<file path="src/rtl/dpram_port_arbiter.sv">
// Access controller in front of a true dual-port RAM: per-side valid/ready, same-address
// write conflicts serialized round-robin, aligned read-valid strobes, saturating conflict count.
module dpram_port_arbiter #(
    parameter int ADDR_W = 10,
    parameter int DATA_W = 32,
    parameter int RD_LAT = 1
) (
    input  logic              clk,
    input  logic              rst,
    input  logic              req_a,
    input  logic              we_a,
    input  logic [ADDR_W-1:0] addr_a,
    input  logic [DATA_W-1:0] wdata_a,
    output logic              gnt_a,
    output logic [DATA_W-1:0] rdata_a,
    output logic              rvalid_a,
    input  logic              req_b,
    input  logic              we_b,
    input  logic [ADDR_W-1:0] addr_b,
    input  logic [DATA_W-1:0] wdata_b,
    output logic              gnt_b,
    output logic [DATA_W-1:0] rdata_b,
    output logic              rvalid_b,
    output logic              ram_wea,
    output logic [ADDR_W-1:0] ram_addra,
    output logic [DATA_W-1:0] ram_dina,
    input  logic [DATA_W-1:0] ram_douta,
    output logic              ram_web,
    output logic [ADDR_W-1:0] ram_addrb,
    output logic [DATA_W-1:0] ram_dinb,
    input  logic [DATA_W-1:0] ram_doutb,
    input  logic              cnt_clr,
    output logic [15:0]       conflict_cnt
);

    logic              prio;
    logic              conflict;
    logic              fire_a;
    logic              fire_b;
    logic [RD_LAT:0]   rv_sr_a;
    logic [RD_LAT:0]   rv_sr_b;

    // Two reads of one address are harmless; only a write on either side forces serialization.
    assign conflict = req_a & req_b & (addr_a == addr_b) & (we_a | we_b);

    assign gnt_a  = ~rst & req_a & (~conflict | ~prio);
    assign gnt_b  = ~rst & req_b & (~conflict |  prio);
    assign fire_a = req_a & gnt_a;
    assign fire_b = req_b & gnt_b;

    always_ff @(posedge clk or posedge rst) begin
        if (rst) begin
            prio <= 1'b0;
        end else if (conflict) begin
            prio <= ~prio;
        end
    end

    always_ff @(posedge clk or posedge rst) begin
        if (rst) begin
            ram_wea   <= 1'b0;
            ram_addra <= '0;
            ram_dina  <= '0;
        end else begin
            ram_wea <= fire_a & we_a;
            if (fire_a) begin
                ram_addra <= addr_a;
                ram_dina  <= wdata_a;
            end
        end
    end

    always_ff @(posedge clk or posedge rst) begin
        if (rst) begin
            ram_web   <= 1'b0;
            ram_addrb <= '0;
            ram_dinb  <= '0;
        end else begin
            ram_web <= fire_b & we_b;
            if (fire_b) begin
                ram_addrb <= addr_b;
                ram_dinb  <= wdata_b;
            end
        end
    end

    // Bit 0 is set at the fire edge; bit RD_LAT lines up with the RAM data.
    always_ff @(posedge clk or posedge rst) begin
        if (rst) begin
            rv_sr_a <= '0;
            rv_sr_b <= '0;
        end else begin
            rv_sr_a <= {rv_sr_a[RD_LAT-1:0], fire_a & ~we_a};
            rv_sr_b <= {rv_sr_b[RD_LAT-1:0], fire_b & ~we_b};
        end
    end

    assign rvalid_a = rv_sr_a[RD_LAT];
    assign rvalid_b = rv_sr_b[RD_LAT];
    assign rdata_a  = ram_douta;
    assign rdata_b  = ram_doutb;

    always_ff @(posedge clk or posedge rst) begin
        if (rst) begin
            conflict_cnt <= 16'h0000;
        end else if (cnt_clr) begin
            conflict_cnt <= 16'h0000;
        end else if (conflict && (conflict_cnt != 16'hFFFF)) begin
            conflict_cnt <= conflict_cnt + 16'h0001;
        end
    end

endmodule

</file>
<file path="config.mk">
export PLATFORM = sky130hd
export DESIGN_NAME = dpram_port_arbiter
export DESIGN_NICKNAME = d
export VERILOG_FILES = /design/src/rtl/dpram_port_arbiter.sv
export SDC_FILE = /design/constraint.sdc
export NUM_CORES = 1
export LEC_CHECK = 0
export BUFFER_PORTS_ARGS = -buffer_cell sky130_fd_sc_hd__buf_2
export CAP_MARGIN = 30
export CORE_AREA = 4 4 124 126
export CTS_BUF_LIST = sky130_fd_sc_hd__clkbuf_16
export DETAILED_ROUTE_END_ITERATION = 12
export DIE_AREA = 0 0 128 130
export PLACE_DENSITY = 0.76
export SYNTH_ARGS = -nofsm -noshare
export SYNTH_HDL_FRONTEND = slang
export SYNTH_SLANG_ARGS = --single-unit
</file>
<file path="constraint.sdc">
create_clock -name clk -period 5.2 [get_ports clk]
set_clock_uncertainty 0.15 [all_clocks]
set_input_delay 0.78 -clock clk [delete_from_list [all_inputs] [get_ports clk]]
set_output_delay 0.78 -clock clk [all_outputs]
set_load 0.005 [all_outputs]
</file>
==> impl_metrics.json, run 1 <==
{
  "vias_per_cell": 4.85,
  "drtPass1Iterations": 4,
  "synthTopCellsByCount": "dfrtp_1, buf_4, mux2_2, mux2_4, a21oi_1",
  "synth-seq-cells": 107,
  "grt.overflow.total": 0,
  "hold_start": "rv_sr_a[0]$_DFF_PP0_",
  "ys.flop_type": "dfrtp_1",
  "crit_path_frequent_cell": "buf_2",
  "crit_family": "simple AND/OR/NAND/NOR gates",
  "r2r-end": "conflict_cnt[1]$_DFFE_PP0P_",
  "finalSetupViolCount": 0,
  "start_util_pct": 35.2,
  "coreArea_sq_mm": 0.0143,
  "path_cells": "buf_2 -> xor2_1 -> nor4_2 -> nand4_2 -> o21ai_2 -> buf_4 -> inv_2 -> buf_2",
  "die_x_um": 128,
  "cts_tree": "yes",
  "rsz0062_at_grt": "no",
  "fin_setup_tns_ns": 0,
  "worst_pin_slew_ns": 0.834,
  "yosysSeqAreaShare_pct": 53.2,
  "cts_htree_levels": 3,
  "syn_inst": 381,
  "slowest_delay_ns": 0.43,
  "p_int_mw": 1.46,
  "clk_pin_slew_ns": 0.08,
  "required_ns": 4.27,
  "synth_top_area_share_pct": 53.2,
  "cp_slowest_cell": "nand4_2",
  "p_leak_nw": 2.90,
  "min_to": "rv_sr_a[1]$_DFF_PP0_",
  "ir_worst_vdd_uv": 172,
  "critPathBufInv": 4,
  "timing.fmax_mhz": 293,
  "end_kind": "output port",
  "postSynthAreaPerCell_sq_um": 13.2,
  "synthDistinctLibCells": 37,
  "p_clk_share_pct": 33.3,
  "first_global_vias": 3572,
  "ios": 325,
  "clk_latency_ns": 0.35,
  "relSlewSlack_pct": 44.4,
  "drt_iter0_drc": 90,
  "synth_top_area_cell": "dfrtp_1",
  "syn_area_sq_mm": 0.00503,
  "drc": 0,
  "synthesis.nets": 537,
  "regToRegStartpoint": "conflict_cnt[0]$_DFFE_PP0P_",
  "cts_buffer_depth": 2,
  "sw_frac_of_total_pct": 26.0,
  "ctsHoldBuffers": 0,
  "postCtsResizedCells": 0,
  "crit_type": "primary input to output port",
  "finalNetCount": 670,
  "routed_wl_um": 12500,
  "rrSetupSlack_ns": 2.78,
  "combPwrFrac_pct": 16.9,
  "row_count": 44,
  "antenna_found_initial": 1,
  "crit_fanout": 18,
  "synth_edf_count": 0,
  "hold_violations": 0,
  "pwr_density_cell_mw_per_mm2": 330,
  "final_max_slew_viol_count": 0,
  "vias": 3411,
  "gp_congestion": 0.798,
  "status": "finished, final reports clean",
  "grt_usage_pct": 14.5,
  "synth_area_leaders": "dfrtp_1, mux2_4, mux2_2",
  "hp-class": "flip-flop to flip-flop",
  "power_switching_uw": 515,
  "period_share_pct": 65.7,
  "period_needed_ns": 3.42,
  "whs_path_depth": 0,
  "die_area_sq_mm": 0.0166,
  "die_h_um": 130,
  "worst_setup_path_start_kind": "primary input",
  "synth-async-reset-ratio_pct": 100,
  "port_buffers": 196,
  "root_buffer": "clkbuf_16",
  "seqPwrFrac_pct": 49.8,
  "maxCapViolations": 0,
  "wl_per_cell_um": 17.7,
  "post_cts_buffers": 0,
  "post-synth-top-count-cell": "dfrtp_1",
  "area_growth_pct": 19.0,
  "reg2reg_depth": 6,
  "postRouteAntennaNets": 0,
  "cts_sinks": 107,
  "arrival_ns": 2.49,
  "layout-drive-gt1-share_pct": 59.0,
  "dp.final_hpwl_um": 9640,
  "total_power_mw": 1.98,
  "grt_max_degree": 69,
  "grt_pass1_wl_um": 18900,
  "yosysWarningCount": 0,
  "numCtsBuffers": 9
}
-- power groups by stage --
stage	clock (mW)	combinational, mW	sequential (mW)
finish	0.659	0.334	0.985
global route	0.717	0.363	0.998
CTS	0.689	0.342	0.986
detailed placement	0	0.343	0.999
global placement	0	0.334	0.997
floorplan	0	0.201	1.00
-- cell usage in the layout (no fill, tap or decap), types with 9 or more instances in the layout --
master / count
a21oi_1: 15
xor2_1: 10
clkbuf_16: 9
dfrtp_1: 107
mux2_2: 47
mux2_4: 37
nor2_1: 9
buf_2: 196
-- cell type report --
cell class                      instances  area [sq um]
Fill cell                            1378          8320
Clock inverter                          7          62.6
Clock buffer                            9           225
Inverter                                6          25.0
Multi-Input combinational cell        190          1760
Sequential cell                       107          2680
Antenna cell                            1          2.50
Tap cell                              184           230
Timing Repair Buffer                  200          1010
-- how the worst max path moves through the flow --
stage	from	to	cells after the start
after floorplan	rst	gnt_b	4
after global routing	addr_b[7]	gnt_a	8
final	addr_b[7]	gnt_a	8
after CTS	addr_b[7]	gnt_a	8
after detailed placement	addr_b[7]	gnt_a	8
after global placement	addr_b[7]	gnt_a	8
-- state kept, by name (all words and copies together), names as in the netlist --
signal and count:
ram_addra 10, prio 1, conflict_cnt 16, ram_web 1
rv_sr_a 2, ram_addrb 10, ram_dinb 32, ram_wea 1
ram_dina 32, rv_sr_b 2
-- logic make-up after synthesis --
group	Yosys count	synth area share [%]
adders and majority gates	1	0.249
xor gates and xnor gates	11	1.91
AOI/OAI and AO/OA	36	4.33
and+or+nand+nor	58	6.89
muxes	84	21.6
DFF	107	53.2
buffers and inverters	84	11.9
-- per-stage QoR --
| step | instances | hold WS, ns | setup slack (ns) | utilization, % | instance area, sq um |
|---|---|---|---|---|---|
| final | 704 | 0.193 | 1.78 | 41.9 | 5990 |
| after global routing | 704 | 0.208 | 1.62 | 41.9 | 5990 |
| after CTS | 703 | 0.199 | 1.74 | 41.8 | 5990 |
| after detailed placement | 687 | 0.185 | 1.74 | 39.8 | 5700 |
| after global placement | 687 | 0.185 | 1.83 | 39.8 | 5700 |
| after floorplan | 381 | 0.181 | 0.584 | - | 5030 |
-- metal layers --
metal	global-route usage (%)	share of wire, %	up-vias
li1	-	-	1549
met2	23.1	49	161
met3	4.13	7.8	52
met5	0	0	-
met4	8.86	4.1	0
met1	17.5	40	1649
No activity file was read; power rests on OpenSTA's default activity.
==> run 2: changes to the inputs <==
--- a/config.mk
+++ b/config.mk
@@ -7,11 +7,11 @@
 export LEC_CHECK = 0
 export BUFFER_PORTS_ARGS = -buffer_cell sky130_fd_sc_hd__buf_2
 export CAP_MARGIN = 30
-export CORE_AREA = 4 4 124 126
+export CORE_AREA = 4 4 123 125
 export CTS_BUF_LIST = sky130_fd_sc_hd__clkbuf_16
 export DETAILED_ROUTE_END_ITERATION = 12
-export DIE_AREA = 0 0 128 130
-export PLACE_DENSITY = 0.76
+export DIE_AREA = 0 0 127 129
+export PLACE_DENSITY = 0.79
 export SYNTH_ARGS = -nofsm -noshare
 export SYNTH_HDL_FRONTEND = slang
 export SYNTH_SLANG_ARGS = --single-unit
==> constraint.sdc (replaced) <==
create_clock -name clk -period 2.9 [get_ports clk]
set_clock_uncertainty 0.15 [all_clocks]
set_input_delay 0.435 -clock clk [delete_from_list [all_inputs] [get_ports clk]]
set_output_delay 0.435 -clock clk [all_outputs]
set_load 0.005 [all_outputs]
==> impl_metrics.json, run 2 (synthesized netlist as in run 1, its figures left out) <==
{
  "clk_pin_slew_ns": 0.07,
  "root_buffer": "clkbuf_16",
  "wl_per_cell_um": 17.9,
  "fin_setup_tns_ns": 0,
  "period_needed_ns": 2.51,
  "period_share_pct": 86.4,
  "grt_pass1_wl_um": 19400,
  "maxCapViolations": 0,
  "drc": 0,
  "relSlewSlack_pct": 41.3,
  "end_kind": "output port",
  "vias_per_cell": 4.84,
  "fin_util_pct": 43.3,
  "hp-class": "primary input to async pin",
  "cts_tree": "yes",
  "crit_fanout": 31,
  "r2r-end": "conflict_cnt[10]$_DFFE_PP0P_",
  "routed_wl_um": 12600,
  "numCtsBuffers": 9,
  "worst_setup_path_start_kind": "primary input",
  "final_cell_mix": "buf_2, dfrtp_1, mux2_2, mux2_4, a21oi_1",
  "layout.cells.most_common": "buf_2",
  "finalSetupViolCount": 0,
  "fin_hold_ws_ns": 0.0906,
  "ios": 325,
  "grt_usage_pct": 15.1,
  "fillCellCount": 1302,
  "grt_max_degree": 72,
  "total_power_mw": 3.50,
  "die_x_um": 127,
  "vias": 3401,
  "required_ns": 2.32,
  "clk_latency_ns": 0.34,
  "rrSetupSlack_ns": 0.61,
  "coreArea_sq_mm": 0.0139,
  "ir_worst_vdd_uv": 313,
  "postRouteAntennaNets": 0,
  "drtPass1Iterations": 4,
  "cts_buffer_depth": 2,
  "arrival_ns": 1.92,
  "postCtsResizedCells": 0,
  "start_util_pct": 36.3,
  "crit_type": "primary input to output port",
  "finalNetCount": 674,
  "p_leak_nw": 2.92,
  "hold_violations": 0,
  "ctsHoldBuffers": 0,
  "drt_iter0_drc": 109,
  "seqCellArea_sq_mm": 0.00268,
  "port_buffers": 196,
  "die_h_um": 129,
  "pwr_density_cell_mw_per_mm2": 582,
  "die_area_sq_mm": 0.0164,
  "cts_htree_levels": 3,
  "gp_congestion": 0.826,
  "multi_input_area_sq_mm": 0.00176,
  "antenna_found_initial": 0,
  "reg2reg_depth": 7,
  "first_global_vias": 3682,
  "final_max_slew_viol_count": 0,
  "diodes": 0,
  "cts_sinks": 107,
  "timing.fmax_mhz": 399,
  "reg_top3": "ram_dina (32), ram_dinb (32), conflict_cnt (16)",
  "layout-drive-gt1-share_pct": 58.9,
  "worst_pin_slew_ns": 0.881,
  "rsz0062_at_grt": "no",
  "row_count": 43,
  "post_cts_buffers": 0,
  "status": "finished, final reports clean",
  "grt.overflow.total": 0,
  "regToRegStartpoint": "conflict_cnt[0]$_DFFE_PP0P_",
  "dp.final_hpwl_um": 9760,
  "area_growth_pct": 19.4
}
## run 2: per-stage QoR
| stage | area (sq um) | instances | setup slack [ns] |
|---|---|---|---|
| 6_report | 6010 | 703 | 0.394 |
| 5_1_grt | 6010 | 703 | 0.279 |
| 4_1_cts | 6010 | 703 | 0.386 |
| 3_5_place_dp | 5740 | 687 | 0.351 |
| 3_3_place_gp | 5740 | 687 | 0.434 |
| 2_1_floorplan | 5040 | 381 | -0.241 |
## run 2: worst max-delay path by stage
stage,end,cells past startpoint,from
final,gnt_a,7,addr_b[7]
after global routing,gnt_a,7,addr_b[7]
after CTS,gnt_a,7,addr_b[7]
after detailed placement,ram_dinb[11]$_DFFE_PP0P_,7,we_b
after global placement,gnt_a,7,addr_b[7]
after floorplan,gnt_b,4,rst
## run 2: final cells by class
class | instances | share of cell area [%]
inverter | 6 | 0.437
sequential | 107 | 44.5
multi-input combinational | 190 | 29.2
timing repair buffer | 204 | 17.5
clock inverter | 7 | 0.770
tap | 180 | 3.75
clock buffer | 9 | 3.75
## run 2: per-layer routing
metal	wire [um]	vias up	part of all wire [%]	global-route usage (%)
met2	6080	165	48	23.7
met3	1010	46	8.0	4.77
met4	402	0	3.2	8.01
met1	5080	1634	40	18.6
met5	0	-	0	0
li1	-	1556	-	-
## run 2: worst max-delay path: stages
cell and delay [ns]:
buf_2 0.11, xor2_1 0.18, nor4_2 0.32, nand4_2 0.17, o21ai_2 0.17, inv_2 0.28
buf_2 0.24
## run 2: where the power goes
| part | internal, mW | switching (mW) | total [mW] |
|---|---|---|---|
| registers | 1.67 | 0.0980 | 1.77 |
| logic | 0.360 | 0.246 | 0.606 |
| clock network | 0.583 | 0.546 | 1.13 |
==> run 3: changes to the inputs <==
--- a/config.mk
+++ b/config.mk
@@ -7,11 +7,13 @@
 export LEC_CHECK = 0
 export BUFFER_PORTS_ARGS = -buffer_cell sky130_fd_sc_hd__buf_2
 export CAP_MARGIN = 30
-export CORE_AREA = 4 4 123 125
+export CELL_PAD_IN_SITES_DETAIL_PLACEMENT = 0
+export CELL_PAD_IN_SITES_GLOBAL_PLACEMENT = 1
+export CORE_AREA = 4 4 140 142
 export CTS_BUF_LIST = sky130_fd_sc_hd__clkbuf_16
 export DETAILED_ROUTE_END_ITERATION = 12
-export DIE_AREA = 0 0 127 129
-export PLACE_DENSITY = 0.79
+export DIE_AREA = 0 0 144 146
+export PLACE_DENSITY = 0.81
 export SYNTH_ARGS = -nofsm -noshare
 export SYNTH_HDL_FRONTEND = slang
 export SYNTH_SLANG_ARGS = --single-unit
==> impl_metrics.json, run 3 (synthesized netlist as in run 1, its figures left out) <==
{
  "status": "finished, final reports clean",
  "p_leak_nw": 2.94,
  "vias_per_cell": 4.44,
  "fin_cells": 759,
  "dpl.cell_count": 743,
  "timing.fmax_mhz": 416,
  "finalInstanceArea_sq_mm": 0.00613,
  "numCtsBuffers": 9,
  "rsz0062_at_grt": "no",
  "reg_top3": "ram_dina (32), ram_dinb (32), conflict_cnt (16)",
  "dp.final_hpwl_um": 9280,
  "wl_per_cell_um": 16.4,
  "hp-class": "primary input to flip-flop",
  "multi_input_area_sq_mm": 0.00177,
  "die_h_um": 146,
  "clk_latency_ns": 0.35,
  "arrival_ns": 1.82,
  "drtPass1Iterations": 4,
  "hold_start": "we_b",
  "relSlewSlack_pct": 46.7,
  "cp_slowest_cell": "o211a_4",
  "drt_iter0_drc": 72,
  "crit_type": "primary input to output port",
  "fin_hold_ws_ns": 0.139,
  "antenna_found_initial": 0,
  "final_max_slew_viol_count": 0,
  "slowest_delay_ns": 0.40,
  "routed_wl_um": 12400,
  "pwr_density_cell_mw_per_mm2": 592,
  "finalSetupViolCount": 0,
  "regToRegStartpoint": "conflict_cnt[0]$_DFFE_PP0P_",
  "area_growth_pct": 21.8,
  "total_power_mw": 3.63,
  "critPathBufInv": 2,
  "row_count": 50,
  "vias": 3367,
  "layout.cells.most_common": "buf_2",
  "p_int_mw": 2.65,
  "die_area_sq_mm": 0.0210,
  "grt_pass1_wl_um": 19900,
  "cts_tree": "yes",
  "coreArea_sq_mm": 0.0185,
  "ir_worst_vdd_uv": 269,
  "die_x_um": 144,
  "port_buffers": 196,
  "power_switching_uw": 979,
  "layout-drive-gt1-share_pct": 59.6,
  "ios": 325,
  "cts_sinks": 107,
  "fillCellCount": 1854,
  "placed_area_sq_mm": 0.00583,
  "hold_violations": 0,
  "crit_fanout": 19,
  "cts_buffer_depth": 2,
  "ctsHoldBuffers": 0,
  "crit_path_frequent_cell": "buf_2",
  "required_ns": 2.32,
  "grt_usage_pct": 12.0,
  "first_global_vias": 3663,
  "finalNetCount": 676,
  "final_cell_mix": "buf_2, dfrtp_1, mux2_2, mux2_4, a21oi_1",
  "cts_htree_levels": 3,
  "seqCellArea_sq_mm": 0.00268,
  "combPwrFrac_pct": 16.7,
  "clk_pin_slew_ns": 0.07,
  "root_buffer": "clkbuf_16",
  "maxCapViolations": 0,
  "worst_pin_slew_ns": 0.800,
  "start_util_pct": 27.3,
  "crit_start": "addr_b[7]",
  "postRouteAntennaNets": 0,
  "rrSetupSlack_ns": 0.53,
  "sw_frac_of_total_pct": 27.0,
  "postCtsResizedCells": 0,
  "grt_max_degree": 62,
  "grt.overflow.total": 0,
  "p_clk_share_pct": 34.9,
  "diodes": 0,
  "path_cells": "buf_2 -> xor2_1 -> nor4_2 -> nand4_2 -> o211a_4 -> buf_2",
  "gp_congestion": 0.736,
  "end_kind": "output port",
  "period_needed_ns": 2.40,
  "crit_family": "simple AND/OR/NAND/NOR gates",
  "seqPwrFrac_pct": 48.4,
  "period_share_pct": 82.9,
  "post_cts_buffers": 0,
  "worst_setup_path_start_kind": "primary input",
  "drc": 0
}
==> run 3: path summary, 6_finish.rpt <==
path	to	cells past startpoint
max in group asynchronous	ram_addrb[5]$_DFFE_PP0P_	4
min	rv_sr_b[0]$_DFF_PP0_	2
min in group asynchronous	prio$_DFFE_PP0N_	3
max reg2reg	conflict_cnt[6]$_DFFE_PP0P_	7
max	gnt_b	6
min reg2reg	rv_sr_b[1]$_DFF_PP0_	0
==> run 3: per-layer routing <==
metal / share of wire, % / up-vias / GRT usage [%]
li1: - / 1554 / -
met1: 42 / 1611 / 15.0
met2: 46 / 170 / 18.6
met3: 9.1 / 32 / 4.37
met4: 2.7 / 0 / 5.41
met5: 0 / - / 0
==> run 3: cell type report <==
type	instances	area share (%)
clock buffers	9	3.67
clock inverters	7	1.26
inverters	6	0.428
multi-input cells	190	28.8
flip-flops and latches	107	43.7
well taps	234	4.77
repair buffers	206	17.4
==> run 3: power by group through the flow <==
| stage | Sequential (mW) | Clock [mW] | Combinational (mW) |
|---|---|---|---|
| 2_1_floorplan | 1.80 | 0 | 0.362 |
| 3_3_place_gp | 1.78 | 0 | 0.612 |
| 3_5_place_dp | 1.78 | 0 | 0.625 |
| 4_1_cts | 1.76 | 1.33 | 0.624 |
| 5_1_grt | 1.78 | 1.38 | 0.668 |
| 6_report | 1.76 | 1.27 | 0.605 |
==> run 3: per-stage QoR <==
| step | TNS [ns] | utilization [%] | setup slack, ns |
|---|---|---|---|
| floorplan | -8.92 | - | -0.241 |
| CTS | 0 | 33.2 | 0.473 |
| global route | 0 | 33.2 | 0.317 |
| detailed placement | 0 | 31.6 | 0.406 |
| global placement | 0 | 31.6 | 0.444 |
| finish | 0 | 33.2 | 0.495 |
